**config.mk**
```make
export PLATFORM = sky130hd
export DESIGN_NAME = inst_fetch_cache
export DESIGN_NICKNAME = d
export VERILOG_FILES = /design/src/rtl/inst_fetch_cache_pkg.sv /design/src/rtl/inst_fetch_cache_icache.sv /design/src/rtl/inst_fetch_cache.sv
export SDC_FILE = /design/constraint.sdc
export NUM_CORES = 2
export LEC_CHECK = 0
export ABC_AREA = 0
export BUFFER_PORTS_ARGS = -buffer_cell sky130_fd_sc_hd__buf_4
export CORE_MARGIN = 1
export CORE_UTILIZATION = 40
export DETAILED_ROUTE_END_ITERATION = 6
export GPL_TIMING_DRIVEN = 0
export SETUP_SLACK_MARGIN = 0.3
export SYNTH_ARGS = -nofsm -noshare
export SYNTH_HDL_FRONTEND = slang
export SYNTH_SLANG_ARGS = --single-unit
```
**constraint.sdc**
```tcl
create_clock -name clk -period 5.3 [get_ports clk]
set_input_delay 1.06 -clock clk [delete_from_list [all_inputs] [get_ports clk]]
set_output_delay 1.06 -clock clk [all_outputs]
set_load 0.03 [all_outputs]
```
**src/rtl/inst_fetch_cache_pkg.sv**
```systemverilog
// -----------------------------------------------------------------------------
// inst_fetch_cache_pkg
//   Shared definitions for the instruction-fetch front end:
//     - fetch_state_t    : fetch FSM encoding (LOOKUP, REQ, WAIT)
//     - DEFAULT_RESET_PC : default PC loaded at reset
//     - NOP_INST         : canonical NOP (addi x0,x0,0) for bubble insertion
//     - word_align()     : clears the two byte-offset bits of an address
// -----------------------------------------------------------------------------
package inst_fetch_cache_pkg;

  typedef enum logic [1:0] {
    ST_LOOKUP = 2'd0,  // probe the cache at pc, present on hit
    ST_REQ    = 2'd1,  // inst_re raised, waiting for the controller to take it
    ST_WAIT   = 2'd2   // controller busy, fill when busy falls
  } fetch_state_t;

  localparam logic [31:0] DEFAULT_RESET_PC = 32'h0000_0000;
  localparam logic [31:0] NOP_INST         = 32'h0000_0013;

  function automatic logic [31:0] word_align(input logic [31:0] addr);
    return addr & ~32'h3;
  endfunction

endpackage

```
**src/rtl/inst_fetch_cache_icache.sv**
```systemverilog
// -----------------------------------------------------------------------------
// icache_array
//   Direct-mapped, one-word-per-line storage: valid bit, tag and data per line.
//   Ports:
//     clk, rst                 : clock, asynchronous active-low reset
//     rd_index                 : combinational read index
//     rd_valid/rd_tag/rd_data  : contents of line rd_index
//     wr_en/wr_index/wr_tag/wr_data : synchronous line fill (sets valid)
// -----------------------------------------------------------------------------
module icache_array #(
  parameter int INDEX_BITS = 6,
  parameter int TAG_BITS   = 10
) (
  input  logic                  clk,
  input  logic                  rst,
  input  logic [INDEX_BITS-1:0] rd_index,
  output logic                  rd_valid,
  output logic [TAG_BITS-1:0]   rd_tag,
  output logic [31:0]           rd_data,
  input  logic                  wr_en,
  input  logic [INDEX_BITS-1:0] wr_index,
  input  logic [TAG_BITS-1:0]   wr_tag,
  input  logic [31:0]           wr_data
);

  localparam int LINES = 1 << INDEX_BITS;

  logic [LINES-1:0]    valid_q;
  logic [TAG_BITS-1:0] tag_q  [LINES];
  logic [31:0]         data_q [LINES];

  always_ff @(posedge clk or negedge rst) begin
    if (!rst) begin
      valid_q <= '0;
    end else if (wr_en) begin
      valid_q[wr_index] <= 1'b1;
    end
  end

  // NOTE: tag/data arrays carry no reset; a cleared valid bit already hides
  // whatever they hold, and leaving them unreset lets them map to plain RAM.
  always_ff @(posedge clk) begin
    if (wr_en) begin
      tag_q[wr_index]  <= wr_tag;
      data_q[wr_index] <= wr_data;
    end
  end

  assign rd_valid = valid_q[rd_index];
  assign rd_tag   = tag_q[rd_index];
  assign rd_data  = data_q[rd_index];

endmodule

```
**src/rtl/inst_fetch_cache.sv**
```systemverilog
// -----------------------------------------------------------------------------
// inst_fetch_cache
//   Instruction-fetch front end: fetch PC, direct-mapped I-cache, miss handling
//   towards the memory controller, and a registered IF/ID output stage.
//   Ports:
//     clk, rst              : clock, asynchronous active-low reset
//     rdy                   : global ready, 0 freezes every register
//     stall_i               : IF/ID cannot accept, hold presented instruction
//     redirect_i/_pc_i      : branch redirect from EX and its target
//     inst_re/inst_addr     : fetch request to memory controller (registered)
//     inst_data/inst_busy   : controller response
//     if_valid/if_pc/if_inst: instruction presented to IF/ID (registered)
// -----------------------------------------------------------------------------
module inst_fetch_cache
  import inst_fetch_cache_pkg::*;
#(
  parameter logic [31:0] RESET_PC   = DEFAULT_RESET_PC,
  parameter int          INDEX_BITS = 6,
  parameter int          ADDR_BITS  = 18
) (
  input  logic        clk,
  input  logic        rst,
  input  logic        rdy,
  input  logic        stall_i,
  input  logic        redirect_i,
  input  logic [31:0] redirect_pc_i,
  output logic        inst_re,
  output logic [31:0] inst_addr,
  input  logic [31:0] inst_data,
  input  logic        inst_busy,
  output logic        if_valid,
  output logic [31:0] if_pc,
  output logic [31:0] if_inst
);

  localparam int TAG_BITS = ADDR_BITS - INDEX_BITS - 2;

  fetch_state_t state_q, state_d;
  logic [31:0]  pc_q, pc_d;
  logic         inst_re_q, inst_re_d;
  logic [31:0]  inst_addr_q, inst_addr_d;
  logic         if_valid_q, if_valid_d;
  logic [31:0]  if_pc_q, if_pc_d;
  logic [31:0]  if_inst_q, if_inst_d;
  logic         fill_en;

  logic [INDEX_BITS-1:0] rd_index, wr_index;
  logic [TAG_BITS-1:0]   pc_tag, rd_tag, wr_tag;
  logic                  rd_valid, hit;
  logic [31:0]           rd_data;

  assign rd_index = pc_q[INDEX_BITS+1:2];
  assign pc_tag   = pc_q[ADDR_BITS-1:INDEX_BITS+2];
  assign hit      = rd_valid && (rd_tag == pc_tag);

  // The fill is addressed by the request in flight, not by pc, so a redirect
  // during REQ/WAIT cannot land inst_data in the wrong line.
  assign wr_index = inst_addr_q[INDEX_BITS+1:2];
  assign wr_tag   = inst_addr_q[ADDR_BITS-1:INDEX_BITS+2];

  icache_array #(
    .INDEX_BITS (INDEX_BITS),
    .TAG_BITS   (TAG_BITS)
  ) u_icache_array (
    .clk      (clk),
    .rst      (rst),
    .rd_index (rd_index),
    .rd_valid (rd_valid),
    .rd_tag   (rd_tag),
    .rd_data  (rd_data),
    .wr_en    (fill_en && rdy),
    .wr_index (wr_index),
    .wr_tag   (wr_tag),
    .wr_data  (inst_data)
  );

  // NOTE: every signal driven here gets a default first, so no path through
  // the case can leave one unassigned and infer a latch.
  always_comb begin
    state_d     = state_q;
    pc_d        = pc_q;
    inst_re_d   = inst_re_q;
    inst_addr_d = inst_addr_q;
    if_valid_d  = if_valid_q;
    if_pc_d     = if_pc_q;
    if_inst_d   = if_inst_q;
    fill_en     = 1'b0;

    unique case (state_q)
      ST_LOOKUP: begin
        if (redirect_i) begin
          // Redirect beats stall: the presented instruction is squashed.
          pc_d       = word_align(redirect_pc_i);
          if_valid_d = 1'b0;
        end else if (stall_i && if_valid_q) begin
          // Hold pc and the presented instruction (defaults already do so).
        end else if (hit) begin
          if_inst_d  = rd_data;
          if_pc_d    = pc_q;
          if_valid_d = 1'b1;
          pc_d       = pc_q + 32'd4;
        end else begin
          if_valid_d  = 1'b0;
          inst_re_d   = 1'b1;
          inst_addr_d = pc_q;
          state_d     = ST_REQ;
        end
      end

      ST_REQ: begin
        if (redirect_i) pc_d = word_align(redirect_pc_i);
        if (inst_busy) begin
          inst_re_d = 1'b0;
          state_d   = ST_WAIT;
        end
      end

      ST_WAIT: begin
        if (redirect_i) pc_d = word_align(redirect_pc_i);
        if (!inst_busy) begin
          fill_en = 1'b1;
          state_d = ST_LOOKUP;
        end
      end

      default: state_d = ST_LOOKUP;
    endcase
  end

  // NOTE: state registers use non-blocking assignments so every register
  // samples the pre-edge values, independent of statement order.
  always_ff @(posedge clk or negedge rst) begin
    if (!rst) begin
      state_q     <= ST_LOOKUP;
      pc_q        <= RESET_PC;
      inst_re_q   <= 1'b0;
      inst_addr_q <= '0;
      if_valid_q  <= 1'b0;
      if_pc_q     <= '0;
      if_inst_q   <= '0;
    end else if (rdy) begin
      state_q     <= state_d;
      pc_q        <= pc_d;
      inst_re_q   <= inst_re_d;
      inst_addr_q <= inst_addr_d;
      if_valid_q  <= if_valid_d;
      if_pc_q     <= if_pc_d;
      if_inst_q   <= if_inst_d;
    end
  end

  assign inst_re   = inst_re_q;
  assign inst_addr = inst_addr_q;
  assign if_valid  = if_valid_q;
  assign if_pc     = if_pc_q;
  assign if_inst   = if_inst_q;

endmodule
```
==> results.yml <==
run_status:
  status: "finished, violations left"
  violations: "capacitance limit, slew limit"
placed_design:
  port_buffers: 161
  placed_cell_area_um2: 120000
  pre_cts_slack_ns: -2.63
  gp_congestion: 0.844
  hpwlAfterDp_mm: 218
clocking:
  cts_num_sinks: 2878
  post_cts_buffers: 0
  cts-root-buf: "clkbuf_16"
  clock_latency_ns: 0.88
  clk_path_buf_depth: 4
  cts-htree-levels: 5
  numCtsBuffers: 298
  tritoncts: "done"
  cts.reportedPaths.clkPinSlew_ns: 0.07
route:
  drcViolationCount: 0
  firstDrtPassIters: 6
  vias: 55500
  ant_nets: 0
  viasPerCell: 6.00
  routed_wl_mm: 326
  drt_iter0_markers: 8208
  wl_per_cell_um: 35.2
global_route:
  gr-usage-met2_pct: 36.7
  grt_busiest_layer: "met2"
  grt_use_met1_pct: 33.0
  grtUsageMet3_pct: 4.37
  grt_start_max_net_pins: 99
  grt_pass1_wl_mm: 447
  first_global_vias: 54700
  grt_overflow_total: 0
  grt_usage_pct: 23.2
  grt_antenna_before_repair: 11
pwr:
  vdd_ir_drop_max_v: 0.000274
  p_sw_share_pct: 31.2
  p_leak_nw: 42.1
  seq_power_share_pct: 39.5
  p_clk_share_pct: 30.4
  combPwrFrac_pct: 30.1
  p_per_area_nw_per_um2: 517
  netSwitchingPower_mw: 21.0
  p_int_mw: 46.2
flow_run:
  drv_cap: 1
logic_synthesis:
  synth_top_cell_by_area: "edfxtp_1"
  syn_avg_cell_area_um2: 23.4
  yosysMostFrequentCell: "edfxtp_1"
  synth_xor_area_share_pct: 0.0554
  synth_compound_area_share_pct: 1.31
  yosys.area_share.simple_pct: 1.48
  synth.distinct_cells: 65
  synth.top_cell.area_share_pct: 73.0
  async_reset_ff_share_pct: 6.60
  synth_ff_type: "edfxtp_1"
  ys_warn_count: 0
  ys_top_cells_by_count: "edfxtp_1, mux4_2, dfrtp_1"
  synth_cells: 4732
  synth_fa_ha_area_share_pct: 0.0452
  synth_seq_cells: 2878
  synth.mux.area_fraction_pct: 18.6
  synth_top_family_by_area: "multiplexers"
  synth_edf_count: 2688
  synth_area_leaders: "edfxtp_1, mux4_2, dfrtp_1"
  synth.cell_area_um2: 111000
  yosysSeqAreaShare_pct: 77.3
timing:
  setup_violations: 0
  timing.fmax_mhz: 202
  tightest_slew_ns: 1.55
  timing.final.max_slew_violations: 11
  finalHoldViolCount: 0
  worst_slack_ns: 0.352
  skew_ns: 0.0522
  period_share_pct: 93.4
  finalCriticalPeriod_ns: 4.95
  slew_headroom_pct: -3.23
  rsz0062_at_grt: "yes"
finish:
  fin_area_um2: 130000
  fin_util_pct: 47.4
  layout.nets: 5416
  drive_gt1_share_pct: 35.7
  fill_cells: 22300
  syn2layout_area_growth_pct: 17.6
critical_path:
  crit_arrival_ns: 5.66
  rr_endpoint: "if_inst[25]"
  rr_startpoint: "pc_q[3]"
  crit_type: "reg -> reg"
  crit_path_end_kind: "flop"
  reg2reg_depth: 12
  startpoint_type: "flop"
  ff2ff_setup_slack_ns: 0.35
  required_ns: 6.02
  crit_fanout: 10
  critPathLaunch: "pc_q[3]"
floorplanning:
  die_x_um: 528
  io_pins: 168
  num_rows: 192
  initial_utilization_pct: 40.3
  core_area_um2: 274000
  die_height_um: 528
  die_area_um2: 279000
worst_hold_path:
  hold_class: "in -> async"
==> final cells by class <==
type / count / area, um2 / area share (%)
Inverter: 15 / 60.1 / 0.0462
Sequential cell: 2878 / 85500 / 65.7
Antenna cell: 3 / 7.51 / 0.00577
Clock inverter: 130 / 1160 / 0.890
Buffer: 257 / 1930 / 1.48
Tap cell: 3686 / 4610 / 3.55
Clock buffer: 400 / 8190 / 6.30
Multi-Input combinational cell: 1585 / 24500 / 18.8
Timing Repair Buffer: 307 / 4160 / 3.20
==> how the worst max path moves through the flow <==
stage / endpoint / slack, ns / cells after the start
floorplan: if_inst[10] / 1.15 / 12
global placement: u_icache_array.valid_q[54] / -3.34 / 6
detailed placement: if_inst[8] / -2.63 / 12
CTS: if_inst[8] / 0.31 / 14
global route: if_inst[5] / 0.29 / 15
finish: if_inst[25] / 0.35 / 12
==> metal layers <==
layer | vias to the layer above | routed length, um
met5 | - | 13
met4 | 2 | 10300
met3 | 565 | 30900
met2 | 3140 | 154000
met1 | 30500 | 131000
li1 | 21400 | -
==> stage by stage <==
stage	power (mW)	hold WS [ns]	instances	TNS (ns)
floorplan	38.7	0.434	4735	0
global placement	46.3	0.446	8582	-7216.17
detailed placement	46.8	0.451	8728	-135.32
CTS	67.5	0.0473	9258	0
global route	69.1	0.0811	9260	0
finish	67.3	0.0965	9261	0
==> flip-flops by register name, indices dropped and copies added, names as in the netlist <==
name	flops
u_icache_array.data_q	2048
if_pc	30
u_icache_array.tag_q	640
if_inst	32
state_q	2
if_valid	1
inst_addr	30
inst_re	1
u_icache_array.valid_q	64
pc_q	30
==> cells by family (layout without fill, tap and decap cells) <==
| family | Yosys count | count (layout) |
|---|---|---|
| multiplexers | 1007 | 1007 |
| adder cells (fa/ha/maj) | 4 | 4 |
| AO/OA/AOI/OAI | 228 | 228 |
| flip-flops | 2878 | 2878 |
| buffers and inverters | 272 | 1109 |
| XOR/XNOR | 7 | 7 |
| other | 1 | 7 |
| AND/OR/NAND/NOR | 335 | 335 |
==> cells in the final DEF, fill, tap and decap left out, types with 7 or more instances in the layout <==
cell,Yosys,routed
dfrtp_2,0,11
nand2_1,95,95
clkinv_1,1,47
nor2_4,0,64
buf_4,14,200
nor2b_1,9,9
o22ai_1,22,22
and3_1,7,7
a32oi_1,8,7
or2_2,64,64
clkbuf_1,142,122
clkinv_2,0,46
inv_6,0,7
mux2i_1,105,105
edfxtp_1,2688,2688
o21ai_0,41,40
clkbuf_8,0,35
clkbuf_4,0,47
mux2_2,27,27
buf_2,63,23
dfrtp_1,190,179
a22o_1,7,7
a21oi_1,70,67
clkbuf_16,0,305
nand3_1,23,22
or3_1,7,7
buf_8,0,11
bufinv_16,0,17
inv_1,13,13
mux2_4,60,60
mux4_2,815,815
nand4_1,10,10
a22oi_1,30,30
clkbuf_2,0,35
nor2_1,87,20
buf_12,0,141
buf_6,22,35
==> critical path: stages, from the launching register on <==
cell,delay [ns]
dfrtp_1,0.36
buf_2,0.27
buf_4,0.27
buf_4,0.30
clkbuf_4,0.37
buf_4,0.31
clkbuf_4,0.35
clkbuf_8,0.29
clkbuf_4,0.33
mux4_2,0.36
mux4_2,0.56
mux4_2,0.64
mux2_4,0.32
==> power groups by stage <==
stage               logic, mW  clock network [mW]  registers (mW)
global route             21.0                21.5            26.6
global placement         18.7                   0            27.6
CTS                      20.3                20.7            26.6
detailed placement       19.7                   0            27.0
floorplan                11.3                   0            27.4
finish                   20.2                20.4            26.6
==> repair_timing <==
action / CTS / global route
endpoints found under the setup margin: 126 / 121
hold buffers: 0 / 0
hold endpoints to repair: 0 / 0
resized for setup: 274 / 42
pin swaps: 0 / 1
(Power assumes the default switching activity.)
